File: src/rtl/t5_norm_stage_if.sv
// t5_norm_stage_if: valid/ready input beat and normalised output beat of the T5 normalisation stage
interface t5_norm_stage_if;
    logic        in_valid;
    logic        in_ready;
    logic [2:0]  cont;
    logic [74:0] p_reg;
    logic [9:0]  sh_num;
    logic [1:0]  esh;
    logic [11:0] E;
    logic [11:0] E_H;
    logic [1:0]  sgn;
    logic [7:0]  trap;
    logic        out_valid;
    logic        out_ready;
    logic [55:0] norm;
    logic [11:0] E_out;
    logic [11:0] E_H_out;
    logic [5:0]  flags;
    logic [2:0]  cont_o;
    logic [1:0]  sgn_o;
    logic [7:0]  trap_o;
    modport master (
        output in_valid, cont, p_reg, sh_num, esh, E, E_H, sgn, trap, out_ready,
        input  in_ready, out_valid, norm, E_out, E_H_out, flags, cont_o, sgn_o, trap_o
    );
    modport slave (
        input  in_valid, cont, p_reg, sh_num, esh, E, E_H, sgn, trap, out_ready,
        output in_ready, out_valid, norm, E_out, E_H_out, flags, cont_o, sgn_o, trap_o
    );
endinterface

File: src/rtl/t5_norm_stage.sv
// t5_norm_stage: two-stage normaliser (coarse shift + sticky, then fine shift, LZA correction, G/R/S, exponent flags).
// T5_LZA_CORR_EN: derive the 1-bit LZA correction from the post-shift lane MSB instead of esh.
module t5_norm_stage #(
    parameter int DP_EMAX = 2047,
    parameter int SP_EMAX = 255
) (
    input logic            clk,
    input logic            rst,
    t5_norm_stage_if.slave bus
);
    localparam logic signed [11:0] DP_MAX = 12'(DP_EMAX);
    localparam logic signed [11:0] SP_MAX = 12'(SP_EMAX);

    function automatic logic [2:0] lane_flags(input logic z, input logic [11:0] e, input logic signed [11:0] emax);
        lane_flags = {!z && $signed(e) >= emax, !z && $signed(e) <= 12'sd0, z};
    endfunction

    logic        en;
    logic        dbl, sgl;
    logic [6:0]  sh_d;
    logic [74:0] cd, mag_d;
    logic [36:0] cl, ch;
    logic [1:0]  stk_d;
    logic [2:0]  z_d;

    logic        a_valid;
    logic [74:0] a_mag;
    logic [1:0]  a_stk;
    logic [2:0]  a_z;
    logic [6:0]  a_sh_d;
    logic [4:0]  a_sh_l, a_sh_h;
    logic [11:0] a_e, a_eh;
    logic [2:0]  a_cont;
    logic [1:0]  a_sgn;
    logic [7:0]  a_trap;

    assign en = !bus.out_valid | bus.out_ready;
    assign bus.in_ready = en;

    assign dbl   = bus.cont == 3'b000 || bus.cont == 3'b010;
    assign sgl   = bus.cont == 3'b001;
    assign sh_d  = bus.sh_num[6:0] > 7'd74 ? 7'd74 : bus.sh_num[6:0];
    assign cd    = bus.p_reg << {sh_d[6:3], 3'b000};
    // a 5-bit single count never exceeds the 36 clamp, so no clamp logic is needed per lane
    assign cl    = bus.p_reg[36:0] << {bus.sh_num[4:3], 3'b000};
    assign ch    = bus.p_reg[74:38] << {bus.sh_num[9:8], 3'b000};
    // low bits land below R even after the largest fine+corr shift, so fold them into sticky now
    assign mag_d = dbl ? {cd[74:12], 12'b0} : sgl ? {ch[36:3], 3'b000, 1'b0, cl[36:3], 3'b000} : '0;
    assign stk_d = dbl ? {1'b0, |cd[11:0]} : sgl ? {|ch[2:0], |cl[2:0]} : 2'b00;
    assign z_d   = {bus.p_reg[74:38] == '0, bus.p_reg[36:0] == '0, bus.p_reg == '0};

    always_ff @(posedge clk) begin
        if (rst) begin
            a_valid <= 1'b0;
            a_mag   <= '0;
            a_stk   <= '0;
            a_z     <= '0;
            a_sh_d  <= '0;
            a_sh_l  <= '0;
            a_sh_h  <= '0;
            a_e     <= '0;
            a_eh    <= '0;
            a_cont  <= '0;
            a_sgn   <= '0;
            a_trap  <= '0;
        end else if (en) begin
            a_valid <= bus.in_valid;
            a_mag   <= mag_d;
            a_stk   <= stk_d;
            a_z     <= z_d;
            a_sh_d  <= sh_d;
            a_sh_l  <= bus.sh_num[4:0];
            a_sh_h  <= bus.sh_num[9:5];
            a_e     <= bus.E;
            a_eh    <= bus.E_H;
            a_cont  <= bus.cont;
            a_sgn   <= bus.sgn;
            a_trap  <= bus.trap;
        end
    end

    logic        k_d, k_l, k_h;
    logic        b_dbl, b_sgl;
    logic [74:0] fd, nd;
    logic [36:0] fl, fh, nl, nh;
    logic [27:0] wl, wh;
    logic        s_d;
    logic [11:0] ed, el, eh;
    logic [55:0] b_norm;
    logic [11:0] b_e, b_eh;
    logic [5:0]  b_flags;

    assign fd = a_mag << a_sh_d[2:0];
    assign fl = a_mag[36:0] << a_sh_l[2:0];
    assign fh = a_mag[74:38] << a_sh_h[2:0];
`ifdef T5_LZA_CORR_EN
    assign k_d = !fd[74];
    assign k_l = !fl[36];
    assign k_h = !fh[36];
`else
    logic [1:0] a_esh;
    always_ff @(posedge clk) begin
        if (rst) a_esh <= '0;
        else if (en) a_esh <= bus.esh;
    end
    assign k_d = a_esh[0];
    assign k_l = a_esh[0];
    assign k_h = a_esh[1];
`endif
    assign nd  = fd << k_d;
    assign nl  = fl << k_l;
    assign nh  = fh << k_h;
    assign s_d = |nd[19:0] | a_stk[0];
    assign wl  = {nl[36:11], |nl[10:0] | a_stk[0], 1'b0};
    assign wh  = {nh[36:11], |nh[10:0] | a_stk[1], 1'b0};
    assign ed  = a_e - {5'b0, a_sh_d} - {11'b0, k_d};
    assign el  = a_e - {7'b0, a_sh_l} - {11'b0, k_l};
    assign eh  = a_eh - {7'b0, a_sh_h} - {11'b0, k_h};
    assign b_dbl = a_cont == 3'b000 || a_cont == 3'b010;
    assign b_sgl = a_cont == 3'b001;

    always_comb begin
        b_norm  = '0;
        b_e     = '0;
        b_eh    = '0;
        b_flags = '0;
        if (b_dbl) begin
            b_norm       = a_z[0] ? '0 : {nd[74:20], s_d};
            b_e          = a_z[0] ? '0 : ed;
            b_flags[2:0] = lane_flags(a_z[0], ed, DP_MAX);
        end else if (b_sgl) begin
            b_norm  = {a_z[2] ? 28'b0 : wh, a_z[1] ? 28'b0 : wl};
            b_e     = a_z[1] ? '0 : el;
            b_eh    = a_z[2] ? '0 : eh;
            b_flags = {lane_flags(a_z[2], eh, SP_MAX), lane_flags(a_z[1], el, SP_MAX)};
        end
    end

    always_ff @(posedge clk) begin
        if (rst) begin
            bus.out_valid <= 1'b0;
            bus.norm      <= '0;
            bus.E_out     <= '0;
            bus.E_H_out   <= '0;
            bus.flags     <= '0;
            bus.cont_o    <= '0;
            bus.sgn_o     <= '0;
            bus.trap_o    <= '0;
        end else if (en) begin
            bus.out_valid <= a_valid;
            bus.norm      <= b_norm;
            bus.E_out     <= b_e;
            bus.E_H_out   <= b_eh;
            bus.flags     <= b_flags;
            bus.cont_o    <= a_cont;
            bus.sgn_o     <= a_sgn;
            bus.trap_o    <= a_trap;
        end
    end
endmodule

File: src/flat_wrapper.sv
// flat-port wrapper written by rule: the top's interface ports become plain ports
module t5_norm_stage_flat 
#(
    parameter int DP_EMAX = 2047,
    parameter int SP_EMAX = 255
)
  (clk, rst, bus_in_valid, bus_cont, bus_p_reg, bus_sh_num, bus_esh, bus_E, bus_E_H, bus_sgn, bus_trap, bus_out_ready, bus_in_ready, bus_out_valid, bus_norm, bus_E_out, bus_E_H_out, bus_flags, bus_cont_o, bus_sgn_o, bus_trap_o);
  t5_norm_stage_if bus_i ();
  input logic clk;
  input logic rst;
  input wire logic [$bits(bus_i.in_valid)-1:0] bus_in_valid;
  input wire logic [$bits(bus_i.cont)-1:0] bus_cont;
  input wire logic [$bits(bus_i.p_reg)-1:0] bus_p_reg;
  input wire logic [$bits(bus_i.sh_num)-1:0] bus_sh_num;
  input wire logic [$bits(bus_i.esh)-1:0] bus_esh;
  input wire logic [$bits(bus_i.E)-1:0] bus_E;
  input wire logic [$bits(bus_i.E_H)-1:0] bus_E_H;
  input wire logic [$bits(bus_i.sgn)-1:0] bus_sgn;
  input wire logic [$bits(bus_i.trap)-1:0] bus_trap;
  input wire logic [$bits(bus_i.out_ready)-1:0] bus_out_ready;
  output wire logic [$bits(bus_i.in_ready)-1:0] bus_in_ready;
  output wire logic [$bits(bus_i.out_valid)-1:0] bus_out_valid;
  output wire logic [$bits(bus_i.norm)-1:0] bus_norm;
  output wire logic [$bits(bus_i.E_out)-1:0] bus_E_out;
  output wire logic [$bits(bus_i.E_H_out)-1:0] bus_E_H_out;
  output wire logic [$bits(bus_i.flags)-1:0] bus_flags;
  output wire logic [$bits(bus_i.cont_o)-1:0] bus_cont_o;
  output wire logic [$bits(bus_i.sgn_o)-1:0] bus_sgn_o;
  output wire logic [$bits(bus_i.trap_o)-1:0] bus_trap_o;
  assign bus_i.in_valid = bus_in_valid;
  assign bus_i.cont = bus_cont;
  assign bus_i.p_reg = bus_p_reg;
  assign bus_i.sh_num = bus_sh_num;
  assign bus_i.esh = bus_esh;
  assign bus_i.E = bus_E;
  assign bus_i.E_H = bus_E_H;
  assign bus_i.sgn = bus_sgn;
  assign bus_i.trap = bus_trap;
  assign bus_i.out_ready = bus_out_ready;
  assign bus_in_ready = bus_i.in_ready;
  assign bus_out_valid = bus_i.out_valid;
  assign bus_norm = bus_i.norm;
  assign bus_E_out = bus_i.E_out;
  assign bus_E_H_out = bus_i.E_H_out;
  assign bus_flags = bus_i.flags;
  assign bus_cont_o = bus_i.cont_o;
  assign bus_sgn_o = bus_i.sgn_o;
  assign bus_trap_o = bus_i.trap_o;
  t5_norm_stage #(.DP_EMAX(DP_EMAX), .SP_EMAX(SP_EMAX)) u_core (.clk(clk), .rst(rst), .bus(bus_i));
endmodule
File: config.mk
export PLATFORM = sky130hd
export DESIGN_NAME = t5_norm_stage_flat
export DESIGN_NICKNAME = d
export VERILOG_FILES = /design/src/rtl/t5_norm_stage_if.sv /design/src/rtl/t5_norm_stage.sv /design/src/flat_wrapper.sv
export SDC_FILE = /design/constraint.sdc
export NUM_CORES = 1
export LEC_CHECK = 0
export BUFFER_PORTS_ARGS = -buffer_cell sky130_fd_sc_hd__buf_4
export CAP_MARGIN = 25
export CORE_MARGIN = 10
export CORE_UTILIZATION = 40
export CTS_CLUSTER_SIZE = 14
export DETAILED_ROUTE_END_ITERATION = 8
export PLACE_DENSITY = 0.54
export SYNTH_ARGS = -nofsm -noshare
export SYNTH_HDL_FRONTEND = slang
export SYNTH_SLANG_ARGS = --single-unit
export TNS_END_PERCENT = 50
File: constraint.sdc
create_clock -name clk -period 4.5 [get_ports clk]
set_clock_uncertainty 0.15 [all_clocks]
set_input_delay 0.675 -clock clk [delete_from_list [all_inputs] [get_ports clk]]
set_output_delay 0.675 -clock clk [all_outputs]
set_load 0.005 [all_outputs]
=== Yosys cells after proc, flatten, opt, wreduce, memory -nomap -nowiden ===
Index checks and enable logic that the tools add are counted.

* Input port bits: 128
* Output and inout bits: 101
* Bits in registers: 237

* Bitwise logic cells: 4
* Reductions and logical operators: 23
* Shifts and indexed selects: 9
* Muxes and demuxes: 20
* Magnitude comparators: 7
* Equality and inequality tests: 4
* $add $sub $neg: 6

{| class="wikitable"
|+ Operators with widths
! kind !! count
|-
| $mux 56 || 3
|-
| $mux 75 || 2
|-
| $mux 12 || 7
|-
| $logic_not 75->1 || 1
|-
| $shl 75x1->75 || 1
|-
| $shl 75x3->75 || 1
|-
| $shl 75x7->75 || 1
|-
| $logic_not 37->1 || 2
|-
| $shl 37x1->37 || 2
|-
| $shl 37x3->37 || 2
|-
| $shl 37x5->37 || 2
|-
| $mux 28 || 2
|-
| $le 12x1->1 const B || 3
|-
| $sub 12x1->12 || 3
|-
| $ge 12x9->1 const B || 2
|-
| $sub 12x5->12 || 2
|-
| $reduce_or 11->1 || 2
|-
| $reduce_or 20->1 || 1
|-
| $ge 12x12->1 const B || 1
|-
| $reduce_or 12->1 || 1
|-
| $sub 12x7->12 || 1
|-
| $gt 7x7->1 const B || 1
|-
| $mux 7 || 1
|-
| $eq 3x1->1 const B || 2
|-
| other kinds (10) || 27
|}

=== Depth between registers and ports, before layout ===
* Depth after elaboration: 7
* Gate-level depth with buffers: 15
* Gate-level depth less buffers: 13

=== Worst setup path after synthesis ===
OpenSTA, ideal clock, no wires.

* Path type: reg-to-reg
* Start point: reg u_core.a_sh_h[0]
* End point: reg u_core.bus.flags[4]
* Setup time: 74 ps
* Slack: 484 ps
* Period minus slack after synthesis: 4016 ps
* Data arrival time: 3792 ps
* Data required time: 4276 ps
* Path buffers: 2
* Stages on the path, launching flop included: 16
* Path through: dfxtp_1 clkbuf_1 buf_2 inv_1 fa_1 inv_1 ha_1 nor2_1 fa_1 a21boi_1 or4_1 o21ai_1 xor2_1 or4_1 or4_1 a31oi_1

* Cells in the longest elaborated chain, start to end: 6

{| class="wikitable"
|+ Ends and longest elaborated chain
! item !! RTL line !! RTL
|-
| from (decl) || t5_norm_stage.sv:31 || <nowiki>logic [4:0] a_sh_l, a_sh_h;</nowiki>
|-
| from (signal assigned) || t5_norm_stage.sv:73 || <nowiki>a_sh_h <= bus.sh_num[9:5];</nowiki>
|-
| $sub 12x5->12 || t5_norm_stage.sv:118 || <nowiki>assign eh = a_eh - {7'b0, a_sh_h} - {11'b0, k_h};</nowiki>
|-
| $sub 12x1->12 || t5_norm_stage.sv:118 ||
|-
| $le 12x1->1 || t5_norm_stage.sv:15 || <nowiki>lane_flags = {!z && $signed(e) >= emax, !z && $signed(e) <= 12'sd0, z};</nowiki>
|-
| $logic_and 1x1->1 || t5_norm_stage.sv:15 ||
|-
| $mux 6 || t5_norm_stage.sv:131 || <nowiki>end else if (b_sgl) begin</nowiki>
|-
| $mux 3 || t5_norm_stage.sv:127 || <nowiki>if (b_dbl) begin</nowiki>
|-
| to (signal assigned) || t5_norm_stage.sv:154 || <nowiki>bus.flags <= b_flags;</nowiki>
|-
| to (decl) || t5_norm_stage_if.sv:28 || <nowiki>output in_ready, out_valid, norm, E_out, E_H_out, flags, cont_o, sgn_o, trap_o</nowiki>
|}

Every way passes these cells.
A chain may end at the register's enable or synchronous reset.

=== Final worst setup path ===
* Start point: reg u_core.a_esh[1]
* End point: reg u_core.bus.flags[4]

* Cells in the longest elaborated chain, start to end: 5

{| class="wikitable"
|+ Ends and longest elaborated chain
! item !! RTL line !! RTL
|-
| from (decl) || t5_norm_stage.sv:101 || <nowiki>logic [1:0] a_esh;</nowiki>
|-
| from (signal assigned) || t5_norm_stage.sv:104 || <nowiki>else if (en) a_esh <= bus.esh;</nowiki>
|-
| $sub 12x1->12 || t5_norm_stage.sv:118 ||
|-
| $le 12x1->1 || t5_norm_stage.sv:15 ||
|-
| $logic_and 1x1->1 || t5_norm_stage.sv:15 ||
|-
| $mux 6 || t5_norm_stage.sv:131 ||
|-
| $mux 3 || t5_norm_stage.sv:127 ||
|}

Every way passes these cells.

==> impl_results.rst <==
.. list-table::
   :header-rows: 1

   * - Metric
     - Value
   * - Gpl congestion
     - around 1
   * - WP buf/inv
     - 2
   * - Post-synth top area share
     - between 20% and 30%
   * - Crit end category
     - flip-flop
   * - Max-slew violation count
     - 0
   * - Initial Utilization
     - 40.6%
   * - Average cell area after synthesis
     - around 8.5 µm²
   * - Final Setup Violations
     - 0
   * - Count of warnings emitted by yosys
     - 0
   * - R2R depth
     - 13
   * - Overall routing resource usage
     - about a quarter
   * - Layer with the highest usage
     - met1
   * - Most common cell after layout, fill and taps aside
     - nand2_1
   * - Slowest stage cell, crit path
     - fa_1
   * - Critical path's most frequent cell
     - or4_1
   * - Top library cells by usage in the layout, fill and taps aside
     - 275 x nand2_1, 263 x buf_4, 228 x dfxtp_1
   * - Number of enable flip-flop cells after synthesis
     - 0
   * - Tightest Pin Transition
     - roughly 1.0 ns
   * - GRT overflow
     - 0
   * - Global routing met3 resource utilization
     - 5.24%
   * - Largest net degree at the start of global routing
     - 160
   * - Core region area
     - 48,000 µm²
   * - Die height
     - between 200 and 250 µm
   * - NumNets Final
     - 2,529
   * - Area delta synth->final
     - 15.4%
   * - Post-DR vias/cell
     - about 6.4
   * - Maximum operating frequency
     - 270 MHz
   * - Post-route insts no fill
     - roughly 3,000
   * - Clk pin slew, worst setup/hold paths
     - around 0.060 ns
   * - Final worst hold slack
     - just over 0.2 ns
   * - Number of buffers added on ports
     - 228
   * - Cell leakage power
     - slightly below 0.009 µW
   * - Hold Path Sink
     - u_core.a_trap[1]$_SDFFE_PP0P_
   * - Number of placed cells counting well taps
     - approximately 2,900
   * - Clk Latency, worst-skew pair
     - 0.58 ns
   * - HP Start
     - bus_trap[1]
   * - Largest voltage drop on the vdd net
     - about 0.00028 V
   * - Period utilization
     - 82.2%
   * - FF+latch count, synth
     - roughly 230
   * - Number of levels in the clock H-tree
     - 1
   * - Data arrival time of the critical path
     - about 4.0 ns
   * - Die extent in x
     - between 200 and 250 µm
   * - Headroom to the max-slew limit
     - 32.6%
   * - Iter 0 DRT Violations
     - 2,262
   * - First-pass iteration count of the detailed router
     - 6
   * - Cell depth of the worst setup path
     - 13
   * - TritonCTS buffer count
     - 29
   * - Via total after detailed routing
     - ~19,000
   * - Hold Buf Count CTS
     - 0
   * - Library cells used by synthesis
     - slightly above 70
   * - Type of the setup path with the least slack
     - flip-flop to flip-flop
   * - Share of final-layout standard cells stronger than drive strength 1
     - between 20% and 30%
   * - Worst setup slack for register-to-register paths
     - between 0.8 and 0.9 ns
   * - Initial antenna violation count
     - 1
   * - Met1 track demand over resource in global routing
     - 39.3%
   * - Area of the mapped netlist
     - approximately 20,000 µm²
   * - Synth Flop Type
     - dfxtp_1
   * - Number of rows created at floorplan
     - 80
   * - Unrepaired setup endpoints after global routing
     - no
   * - Required time of the worst setup path
     - just under 5 ns
   * - CTS-repair resized insts
     - 0
   * - Largest stage delay, worst path
     - roughly 0.58 ns
   * - Post-synth ARST share
     - 0%
   * - Peak fanout along the critical path
     - 3
   * - Layout Cell Area excl Fill
     - between 20,000 and 25,000 µm²
   * - Cell Pwr Density
     - 298 nW/µm²
   * - DRC violation count after routing
     - 0
   * - Syn nets
     - roughly 2,500
   * - Number of buffers added for setup after CTS
     - 0
   * - CTS sink count
     - approximately 230
   * - Top delay family on crit path
     - simple AND/OR/NAND/NOR gates
   * - Routed length per placed instance
     - about 26 µm
   * - Final hold viol count
     - 0
   * - Reported max-cap violation count
     - 0
   * - Via count of the first global-routing pass
     - roughly 18,000
   * - Drt total wl
     - just under 80,000 µm
   * - Most area-hungry cell type in the Yosys netlist
     - dfxtp_1
   * - Top cells by area, synth
     - dfxtp_1 24%, mux4_2 16%, mux2i_1 8.1%
   * - Type of origin of the critical path
     - flip-flop
   * - Detailed placement HPWL
     - 57,100 µm
   * - Result of the run
     - completed
   * - Startpoint of the lowest-slack register-to-register path
     - u_core.a_esh[1]$_SDFFE_PP0P_
   * - Placement-stage cell area
     - between 20,000 and 25,000 µm²
   * - GRT met2 Usage
     - between 30% and 40%
   * - Antenna violation net count after detailed routing
     - 0
   * - Min Clock Period, post-route
     - ~3.7 ns
   * - Die Area
     - ~58,000 µm²
   * - Sequential share of the synthesized area
     - between 20% and 30%
   * - Gate count after technology mapping
     - 2,294
   * - TritonCTS clock tree
     - yes
   * - Final-layout setup total negative slack
     - 0 ns
   * - First-pass GRT wire length
     - between 100,000 and 150,000 µm
   * - Buffer levels on the longest clock path
     - 3
   * - Count of pins on the block boundary
     - approximately 230
   * - Clk root buf
     - clkbuf_16
   * - Classification of the worst-slack hold path
     - primary input to flip-flop
   * - Reg2Reg Capture Point
     - u_core.bus.flags[4]$_SDFFE_PP0P_
   * - Hold Crit Depth
     - 3
   * - Cells along the critical path
     - inv_1 -> fa_1 -> inv_1 -> ha_1 -> nor2_1 -> fa_1 -> a21boi_1 -> or4_1 -> o21ai_1 -> xor2_1 -> or4_1 -> or4_1 -> a31oi_1
## Yosys cell counts, types with 47 or more instances
library cell,n
nor2_1,227
mux2i_1,158
clkbuf_1,168
mux4_2,139
o221ai_1,55
inv_1,47
dfxtp_1,234
o21ai_0,131
mux2_2,121
nand2_1,275
nor3_1,70
a21oi_1,176
## power by group
group	switching (µW)	internal (µW)
Combinational	1130	803
Sequential	138	2190
Clock	996	1460
Total	2270	4450
## tightest hold or removal path, delay by kind of cell
kind	cells	cell delay [ns]
AO/OA/AOI/OAI	1	0.05
buffers and inverters	1	0.11
AND/OR/NAND/NOR	1	0.04
## state kept, by name (all words and copies together), names as in the netlist
register and flops:
u_core.a_z 3, u_core.bus.E_out 12, u_core.bus.cont_o 3, u_core.a_stk 2, u_core.a_sh_d 7, u_core.bus.E_H_out 12
u_core.bus.sgn_o 2, u_core.a_eh 12, u_core.a_sgn 2, u_core.a_valid 1, u_core.a_sh_h 5, u_core.bus.trap_o 8
u_core.bus.out_valid 1, u_core.a_esh 2, u_core.a_cont 3, u_core.a_mag 72, u_core.a_trap 8, u_core.a_sh_l 5
u_core.bus.norm 56, u_core.bus.flags 6, u_core.a_e 12
## how the worst max path moves through the flow
stage / start / to / slack, ns
3_5_place_dp: u_core.a_esh[1]$_SDFFE_PP0P_ / u_core.bus.flags[4]$_SDFFE_PP0P_ / 0.85
5_1_grt: u_core.a_esh[1]$_SDFFE_PP0P_ / u_core.bus.flags[4]$_SDFFE_PP0P_ / 0.58
4_1_cts: u_core.a_esh[1]$_SDFFE_PP0P_ / u_core.bus.flags[4]$_SDFFE_PP0P_ / 0.82
3_3_place_gp: u_core.a_esh[1]$_SDFFE_PP0P_ / u_core.bus.flags[4]$_SDFFE_PP0P_ / 0.86
6_report: u_core.a_esh[1]$_SDFFE_PP0P_ / u_core.bus.flags[4]$_SDFFE_PP0P_ / 0.80
2_1_floorplan: u_core.a_sh_h[0]$_SDFFE_PP0P_ / u_core.bus.flags[4]$_SDFFE_PP0P_ / 0.48
## cells by family (layout without fill, tap and decap cells)
family / after synthesis / after routing / synth area share (%)
compound gates: 574 / 574 / 19.1
xor+xnor: 30 / 30 / 1.35
fa+ha+maj: 37 / 37 / 2.60
mux: 418 / 418 / 31.1
other cells: 0 / 1 / 0
simple gates: 723 / 723 / 16.4
flops: 234 / 234 / 24.0
buf+inv: 278 / 370 / 5.53
## through the flow
step           utilization [%]  total power (µW)  setup WS [ns]
6_report                  46.9              6720          0.802
5_1_grt                   46.9              7030          0.575
4_1_cts                   46.9              6750          0.816
3_5_place_dp              44.8              4270          0.849
3_3_place_gp              44.8              4260          0.863
2_1_floorplan                -              3560          0.484
## layer usage
layer	routed length (µm)	share of wire (%)
met5	0	0
met3	7000	8.9
met2	33700	43
met4	1710	2.2
met1	36600	46
## layout make-up
| type | instances | area [µm²] |
|---|---|---|
| diodes | 1 | 2.50 |
| clock buffers | 36 | 812 |
| clock inverters | 17 | 194 |
| fillers | 4730 | 25500 |
| inverters | 48 | 188 |
| multi-input cells | 1782 | 13800 |
| flip-flops and latches | 234 | 4700 |
| well taps | 615 | 769 |
| repair buffers | 269 | 2090 |
(Power assumes the default switching activity.)
